$ cat config.mk
export PLATFORM = sky130hd
export DESIGN_NAME = hdmi_period_scheduler
export DESIGN_NICKNAME = d
export VERILOG_FILES = /design/src/rtl/hdmi_period_scheduler.sv
export SDC_FILE = /design/constraint.sdc
export NUM_CORES = 1
export LEC_CHECK = 0
export ABC_CLOCK_PERIOD_IN_PS = 1500
export CORE_AREA = 5 5 42 44
export CTS_BUF_LIST = sky130_fd_sc_hd__clkbuf_4 sky130_fd_sc_hd__clkbuf_8 sky130_fd_sc_hd__clkbuf_16
export CTS_CLUSTER_DIAMETER = 30
export DETAILED_ROUTE_END_ITERATION = 8
export DIE_AREA = 0 0 47 49
export GPL_TIMING_DRIVEN = 0
export PLACE_DENSITY = 0.77
export SLEW_MARGIN = 40
export SYNTH_ARGS = -nofsm -noshare
export SYNTH_HDL_FRONTEND = slang
export SYNTH_SLANG_ARGS = --single-unit
$ cat constraint.sdc
create_clock -name clk_pix -period 1.5 [get_ports clk_pix]
set_clock_uncertainty 0.2 [all_clocks]
set_input_delay 0.15 -clock clk_pix [delete_from_list [all_inputs] [get_ports clk_pix]]
set_output_delay 0.15 -clock clk_pix [all_outputs]
set_load 0.01 [all_outputs]
$ cat src/rtl/hdmi_period_scheduler.sv
// HDMI period scheduler: tracks control, video and data-island periods per pixel and emits mode/ctl/slot index.
// Latency: outputs for input column cx are registered and appear one clk_pix later.
// Backpressure: pkt_ready pulses once per 32-cycle slot; no stall path. HDMI_DATA_ISLAND_EN enables islands (DVI otherwise).
module hdmi_period_scheduler #(
    parameter int FRAME_WIDTH    = 800,
    parameter int FRAME_HEIGHT   = 525,
    parameter int SCREEN_START_X = 160,
    parameter int SCREEN_START_Y = 45,
    parameter int MAX_PKTS       = 18
) (
    input  logic       clk_pix,
    input  logic       rst_in,
    input  logic [9:0] cx,
    input  logic [9:0] cy,
    input  logic       pkt_valid,
    output logic       pkt_ready,
    output logic [2:0] mode,
    output logic [3:0] ctl,
    output logic [4:0] island_cnt
);

    typedef enum logic [2:0] {
        CTRL, VID_PRE, VID_GB, VID
`ifdef HDMI_DATA_ISLAND_EN
        , ISL_PRE, ISL_LGB, ISL_DATA, ISL_TGB
`endif
    } state_t;

    localparam logic [2:0]  MODE_CTRL = 3'd0;
    localparam logic [2:0]  MODE_VID  = 3'd1;
    localparam logic [2:0]  MODE_VGB  = 3'd2;
    localparam logic [10:0] FW        = 11'(FRAME_WIDTH);
    localparam logic [10:0] FH        = 11'(FRAME_HEIGHT);
    localparam logic [9:0]  VPRE_X    = 10'(SCREEN_START_X - 10);
    localparam logic [9:0]  VGB_X     = 10'(SCREEN_START_X - 2);
    localparam logic [9:0]  VID_X     = 10'(SCREEN_START_X);
    localparam logic [9:0]  VID_Y     = 10'(SCREEN_START_Y);

    state_t     state, nxt_state;
    logic [3:0] ctrl_cnt;
    logic       cx_ok, video_line;

    assign cx_ok      = {1'b0, cx} < FW;
    assign video_line = (cy >= VID_Y) && ({1'b0, cy} < FH);

`ifdef HDMI_DATA_ISLAND_EN
    localparam logic [2:0]  MODE_IGB  = 3'd3;
    localparam logic [2:0]  MODE_IDAT = 3'd4;
    // Islands must finish before this column so 12 control cycles precede the video preamble.
    localparam logic [10:0] ISL_LIMIT = 11'(SCREEN_START_X - 22);
    localparam logic [4:0]  PKT_MAX   = 5'(MAX_PKTS);

    logic [2:0]  phase, nxt_phase;
    logic [4:0]  pkt_cnt, nxt_icnt;
    logic        isl_start, slot_start;
    logic [10:0] cx_ext;

    assign cx_ext = {1'b0, cx};
`else
    logic unused_dvi;
    assign unused_dvi = pkt_valid ^ (|ctrl_cnt) ^ (state == VID) ^ (MAX_PKTS > 0);
`endif

    always_comb begin
        nxt_state = CTRL;
`ifdef HDMI_DATA_ISLAND_EN
        nxt_phase  = '0;
        nxt_icnt   = '0;
        isl_start  = 1'b0;
        slot_start = 1'b0;
`endif
        if (video_line && cx_ok && cx >= VPRE_X) begin
            if (cx >= VID_X)
                nxt_state = VID;
            else if (cx >= VGB_X)
                nxt_state = VID_GB;
            else
                nxt_state = VID_PRE;
        end
`ifdef HDMI_DATA_ISLAND_EN
        else if (cx_ok && cx != 10'd0) begin
            case (state)
                ISL_PRE: begin
                    nxt_state = (phase == 3'd7) ? ISL_LGB : ISL_PRE;
                    nxt_phase = (phase == 3'd7) ? 3'd0 : phase + 3'd1;
                end
                ISL_LGB: begin
                    if (phase == 3'd1) begin
                        nxt_state  = ISL_DATA;
                        slot_start = 1'b1;
                    end else begin
                        nxt_state = ISL_LGB;
                        nxt_phase = phase + 3'd1;
                    end
                end
                ISL_DATA: begin
                    if (island_cnt != 5'd31) begin
                        nxt_state = ISL_DATA;
                        nxt_icnt  = island_cnt + 5'd1;
                    end else if (pkt_valid && pkt_cnt < PKT_MAX && cx_ext + 11'd34 <= ISL_LIMIT) begin
                        nxt_state  = ISL_DATA;
                        slot_start = 1'b1;
                    end else begin
                        nxt_state = ISL_TGB;
                    end
                end
                ISL_TGB: begin
                    nxt_state = (phase == 3'd1) ? CTRL : ISL_TGB;
                    nxt_phase = (phase == 3'd1) ? 3'd0 : phase + 3'd1;
                end
                default: begin
                    if (pkt_valid && ctrl_cnt >= 4'd12 && cx_ext + 11'd44 <= ISL_LIMIT) begin
                        nxt_state = ISL_PRE;
                        isl_start = 1'b1;
                    end
                end
            endcase
        end
`endif
    end

    always_ff @(posedge clk_pix) begin
        if (!rst_in) begin
            state      <= CTRL;
            ctrl_cnt   <= '0;
            mode       <= MODE_CTRL;
            ctl        <= '0;
            pkt_ready  <= 1'b0;
            island_cnt <= '0;
`ifdef HDMI_DATA_ISLAND_EN
            phase      <= '0;
            pkt_cnt    <= '0;
`endif
        end else begin
            state    <= nxt_state;
            ctrl_cnt <= (nxt_state != CTRL) ? 4'd0 :
                        (ctrl_cnt == 4'd15) ? 4'd15 : ctrl_cnt + 4'd1;
            mode     <= MODE_CTRL;
            ctl      <= 4'b0000;
            case (nxt_state)
                VID_PRE:  ctl  <= 4'b0001;
                VID_GB:   mode <= MODE_VGB;
                VID:      mode <= MODE_VID;
`ifdef HDMI_DATA_ISLAND_EN
                ISL_PRE:  ctl  <= 4'b0101;
                ISL_LGB:  mode <= MODE_IGB;
                ISL_TGB:  mode <= MODE_IGB;
                ISL_DATA: mode <= MODE_IDAT;
`endif
                default: ;
            endcase
`ifdef HDMI_DATA_ISLAND_EN
            phase      <= nxt_phase;
            island_cnt <= nxt_icnt;
            pkt_ready  <= slot_start;
            if (isl_start)
                pkt_cnt <= '0;
            else if (slot_start)
                pkt_cnt <= pkt_cnt + 5'd1;
`else
            pkt_ready  <= 1'b0;
            island_cnt <= '0;
`endif
        end
    end

endmodule

Word level (Yosys, flattened, before mapping)
Cells that the tools add are included.

Register bits: 7. Output and inout bits: 13. Logic and storage cells: 19.

Order comparisons: 6. Eq/ne operators: 3. Mux-type cells: 5. Reductions and logical operators: 3.

Operator list (number): 10-bit by 8-bit greater-or-equal comparator with 1-bit output (second input constant) (3); 10-bit < comparator (second input constant) (2); 10-bit by 6-bit greater-or-equal comparator with 1-bit output (second input constant) (1); 3-bit by 2-bit == test with 1-bit output (second input constant) (2); 2-bit 2-to-1 mux (3); 2-bit one-hot mux with 2 select lines (1); 3-bit by 1-bit == test with 1-bit output (second input constant) (1); 1-bit logical AND (3); 1-bit 2-to-1 mux (1).

Depth between registers and ports, before layout
Depth in word-level cells: 7. Gate-level depth with buffers: 3.

Least setup slack after synthesis
OpenSTA, ideal clock, no wires.

Path kind: in2reg. Start: in cy[8]. End: reg mode[0]. Setup time: 0.131 ns. Arrival: 0.665 ns. Required time: 1.169 ns. Setup slack: 0.504 ns. Cell stages on the path: 3. Buffers on the path: 0. Path through: nor4_1 a221o_1 a21oi_1.

Cells in the longest elaborated chain, start to end: 7. Elaborated cells between the ends (all ways): 9. Those cells by class: order compare: 2; eq/ne: 2; mux: 2; reduce/logical: 3.

Ends and longest elaborated chain: start: declaration (line 14) `input logic [9:0] cy,`; 10-bit by 6-bit greater-or-equal comparator with 1-bit output or 10-bit < comparator (tied branches) (line 44) `assign video_line = (cy >= VID_Y) && ({1'b0, cy} < FH);`; 1-bit logical AND * (line 44); 1-bit logical AND * (2 in a row) (line 72) `if (video_line && cx_ok && cx >= VPRE_X) begin`; 2-bit 2-to-1 mux * (line 72); 3-bit by 2-bit == test with 1-bit output (line 140) `case (nxt_state)`; 2-bit one-hot mux with 2 select lines * (line 140); end signal: assignment (line 138) `mode <= MODE_CTRL;`; end signal: assignment (line 142) `VID_GB: mode <= MODE_VGB;`; end signal: assignment (line 143) `VID: mode <= MODE_VID;`; end: declaration (line 17) `output logic [2:0] mode,`.

Mark *: on every way between the ends. The rest lies on a longest branch, timed or not. A chain may end at the register's enable or synchronous reset.

Worst setup path after layout
Start: reg mode[0]. End: out mode[0].

RTL lines: start signal: assignment (line 126) `mode <= MODE_CTRL;`; start signal: assignment (line 138); start signal: assignment (line 142).

No word-level cell between the ends.

==> summary.md <==
| Metric | Value |
|---|---|
| Crit end category | `output pin` |
| Finished Cell Area | `593 um2` |
| Synth Area in Simple Gates | `between 20% and 30%` |
| Final slew viol count | `0` |
| Main combinational cell family by area after synthesis | `buffers and inverters` |
| Die Width | `between 40 and 50 um` |
| Clk root buf | `clkbuf_4` |
| Seq/Total Area, Yosys | `a little over a fifth` |
| Critical path class | `flop to output pin` |
| H-tree depth | `1` |
| Final Hold Slack | `between 0.3 and 0.4 ns` |
| Routed len/inst | `between 9 and 10 um` |
| Yosys reg bits | `3` |
| Most common cell after layout, fill and taps aside | `clkdlybuf4s50_1` |
| Hold WC Path Type | `primary input to flop` |
| Post-Syn Area | `~280 um2` |
| Post-synthesis compound-gate area fraction | `26.5%` |
| DRT iter0 DRCs | `6` |
| Utilization after layout | `a little over two fifths` |
| Fin nets | `94` |
| Via count | `about 350` |
| Initial core utilization | `between 10% and 20%` |
| Setup slack at placement | `-0.0542 ns` |
| Port Buffers | `23` |
| Filler cells | `150` |
| Core Box Area | `roughly 1400 um2` |
| Total routed wirelength | `813 um` |
| Fraction of layout cells with a size suffix above 1 | `a little over a fifth` |
| DRC viols | `0` |
| Fin. Hold Viols | `0` |
| 1st-pass router iterations | `4` |
| Post-DRT Antenna Nets | `0` |
| Largest net degree at the start of global routing | `4` |
| Commonest non-fill, non-tap cells in the layout | `23 x clkdlybuf4s50_1, 10 x buf_4, 10 x conb_1` |
| Setup TNS after final layout | `0 ns` |
| Clock sink count | `3` |
| Crit Path Max Fanout | `1` |
| CTS buffer count | `3` |
| Placed Cells | `82` |
| # diodes | `0` |
| # IOs | `36` |
| Num rows | `14` |
| Max_cap viols | `0` |
| Yosys warns | `0` |
| Quantity of gates resized following cts | `0` |
| Max Buffers Root-to-Sink | `2` |
| Initial antenna violation count | `0` |
| Global-route wire length before repair | `around 1200 um` |
| RD Place Congestion | `roughly 0.70` |
| Leakage Power | `approximately 0.25 nW` |
| Cell Pwr Density | `592 nW/um2` |
| Placed Area | `approximately 560 um2` |
| Adder-cell area share of the yosys netlist | `0%` |
| Final worst-path setup slack | `around 0.099 ns` |
| Detailed Place HPWL | `737 um` |
| Largest stage delay on the critical path | `0.52 ns` |
| Final non-filler cell total | `86` |
| Die area | `approximately 2300 um2` |
| Die Ht | `slightly below 50 um` |
| CP max-delay cell | `clkdlybuf4s50_1` |
| Overall Power | `351 uW` |
| Mean Syn Cell Area | `8.21 um2` |
| Worst-path clk slew | `around 0.04 ns` |
| CTS tree | `built` |
| Synth Instances | `34` |
| Post-layout min period | `around 1.4 ns` |
| Unrepaired setup endpoints after global routing | `no` |
| WP buf/inv | `1` |
| Post-CTS Repair Setup Buffers | `0` |
| Fmax | `around 0.71 GHz` |
| GRT Overall Usage | `7.38%` |
| Fin crit share | `93.4%` |
| Critical path arrival | `about 1.1 ns` |
| Setup Viol. Count Final | `0` |
| Vias/cell | `4.10` |
| Status | `completed` |
| CP cell instances | `clkdlybuf4s50_1` |
| CP delay by family, top | `buffers and inverters` |
| Area growth, synth to finish | `113%` |
| Post-synthesis mux area share | `0%` |
| Cts hold-fix bufs | `0` |
| Max IR drop VDD | `223 uV` |
| CP Data Required Time | `1.15 ns` |
| Total gr overflow | `0` |
| CP Launch Type | `flop` |
| XOR/XNOR share of the synthesized area | `0%` |
| Number of global-route vias before repair | `approximately 370` |
| Unique masters post-synth | `17` |
-- area by class of cell --
| type | count | area, um2 | area share [%] |
|---|---|---|---|
| buffer | 10 | 75.1 | 12.7 |
| clock buffer | 4 | 30.0 | 5.06 |
| multi-input combinational | 30 | 178 | 30.0 |
| sequential | 3 | 60.1 | 10.1 |
| tap | 16 | 20.0 | 3.38 |
| timing repair buffer | 23 | 230 | 38.8 |
-- kinds of logic (layout without fill, tap and decap cells) --
kind of cell           Yosys count  in the layout
buffers and inverters           10             37
and+or+nand+nor                 10             10
DFF                              3              3
AOI/OAI and AO/OA               10             10
other                            1             10
-- final timing paths --
check,start,to,cells past startpoint
worst min-delay path,rst_in,ctl[0]$_SDFF_PN0_,3
worst max-delay path,mode[0]$_SDFF_PN0_,mode[0],1
-- registers in the layout, summed over array words and instances, names as in the netlist --
name,cells
mode,2
ctl,1
-- layer usage --
layer  wire (um)  vias to the layer above  global-route usage, %
li1            -                      185                      -
met1         265                      150                   6.55
met2         434                       18                   11.8
met3         113                        0                   2.95
met4           0                        0                   6.91
met5           0                        -                      0
-- report_power, final --
| group | internal, mW | total [mW] | switching (mW) |
|---|---|---|---|
| logic | 0.0749 | 0.112 | 0.0375 |
| registers | 0.0819 | 0.0823 | 0.000356 |
| clock network | 0.118 | 0.157 | 0.0391 |
-- cell usage after synthesis --
library cell | count | area [um2]
o311ai_0 | 2 | 17.5
o211ai_1 | 1 | 7.51
nor4_1 | 1 | 6.26
dfxtp_1 | 3 | 60.1
a21boi_0 | 1 | 7.51
nand3_1 | 2 | 10.0
buf_4 | 10 | 75.1
o21a_1 | 1 | 7.51
and4_1 | 1 | 8.76
o2111ai_1 | 1 | 8.76
a21oi_1 | 3 | 15.0
conb_1 | 1 | 3.75
nor2_1 | 3 | 11.3
nor4b_1 | 1 | 8.76
and3b_1 | 1 | 8.76
a221o_1 | 1 | 10.0
and4bb_2 | 1 | 12.5
No activity file was read; power rests on OpenSTA's default activity.
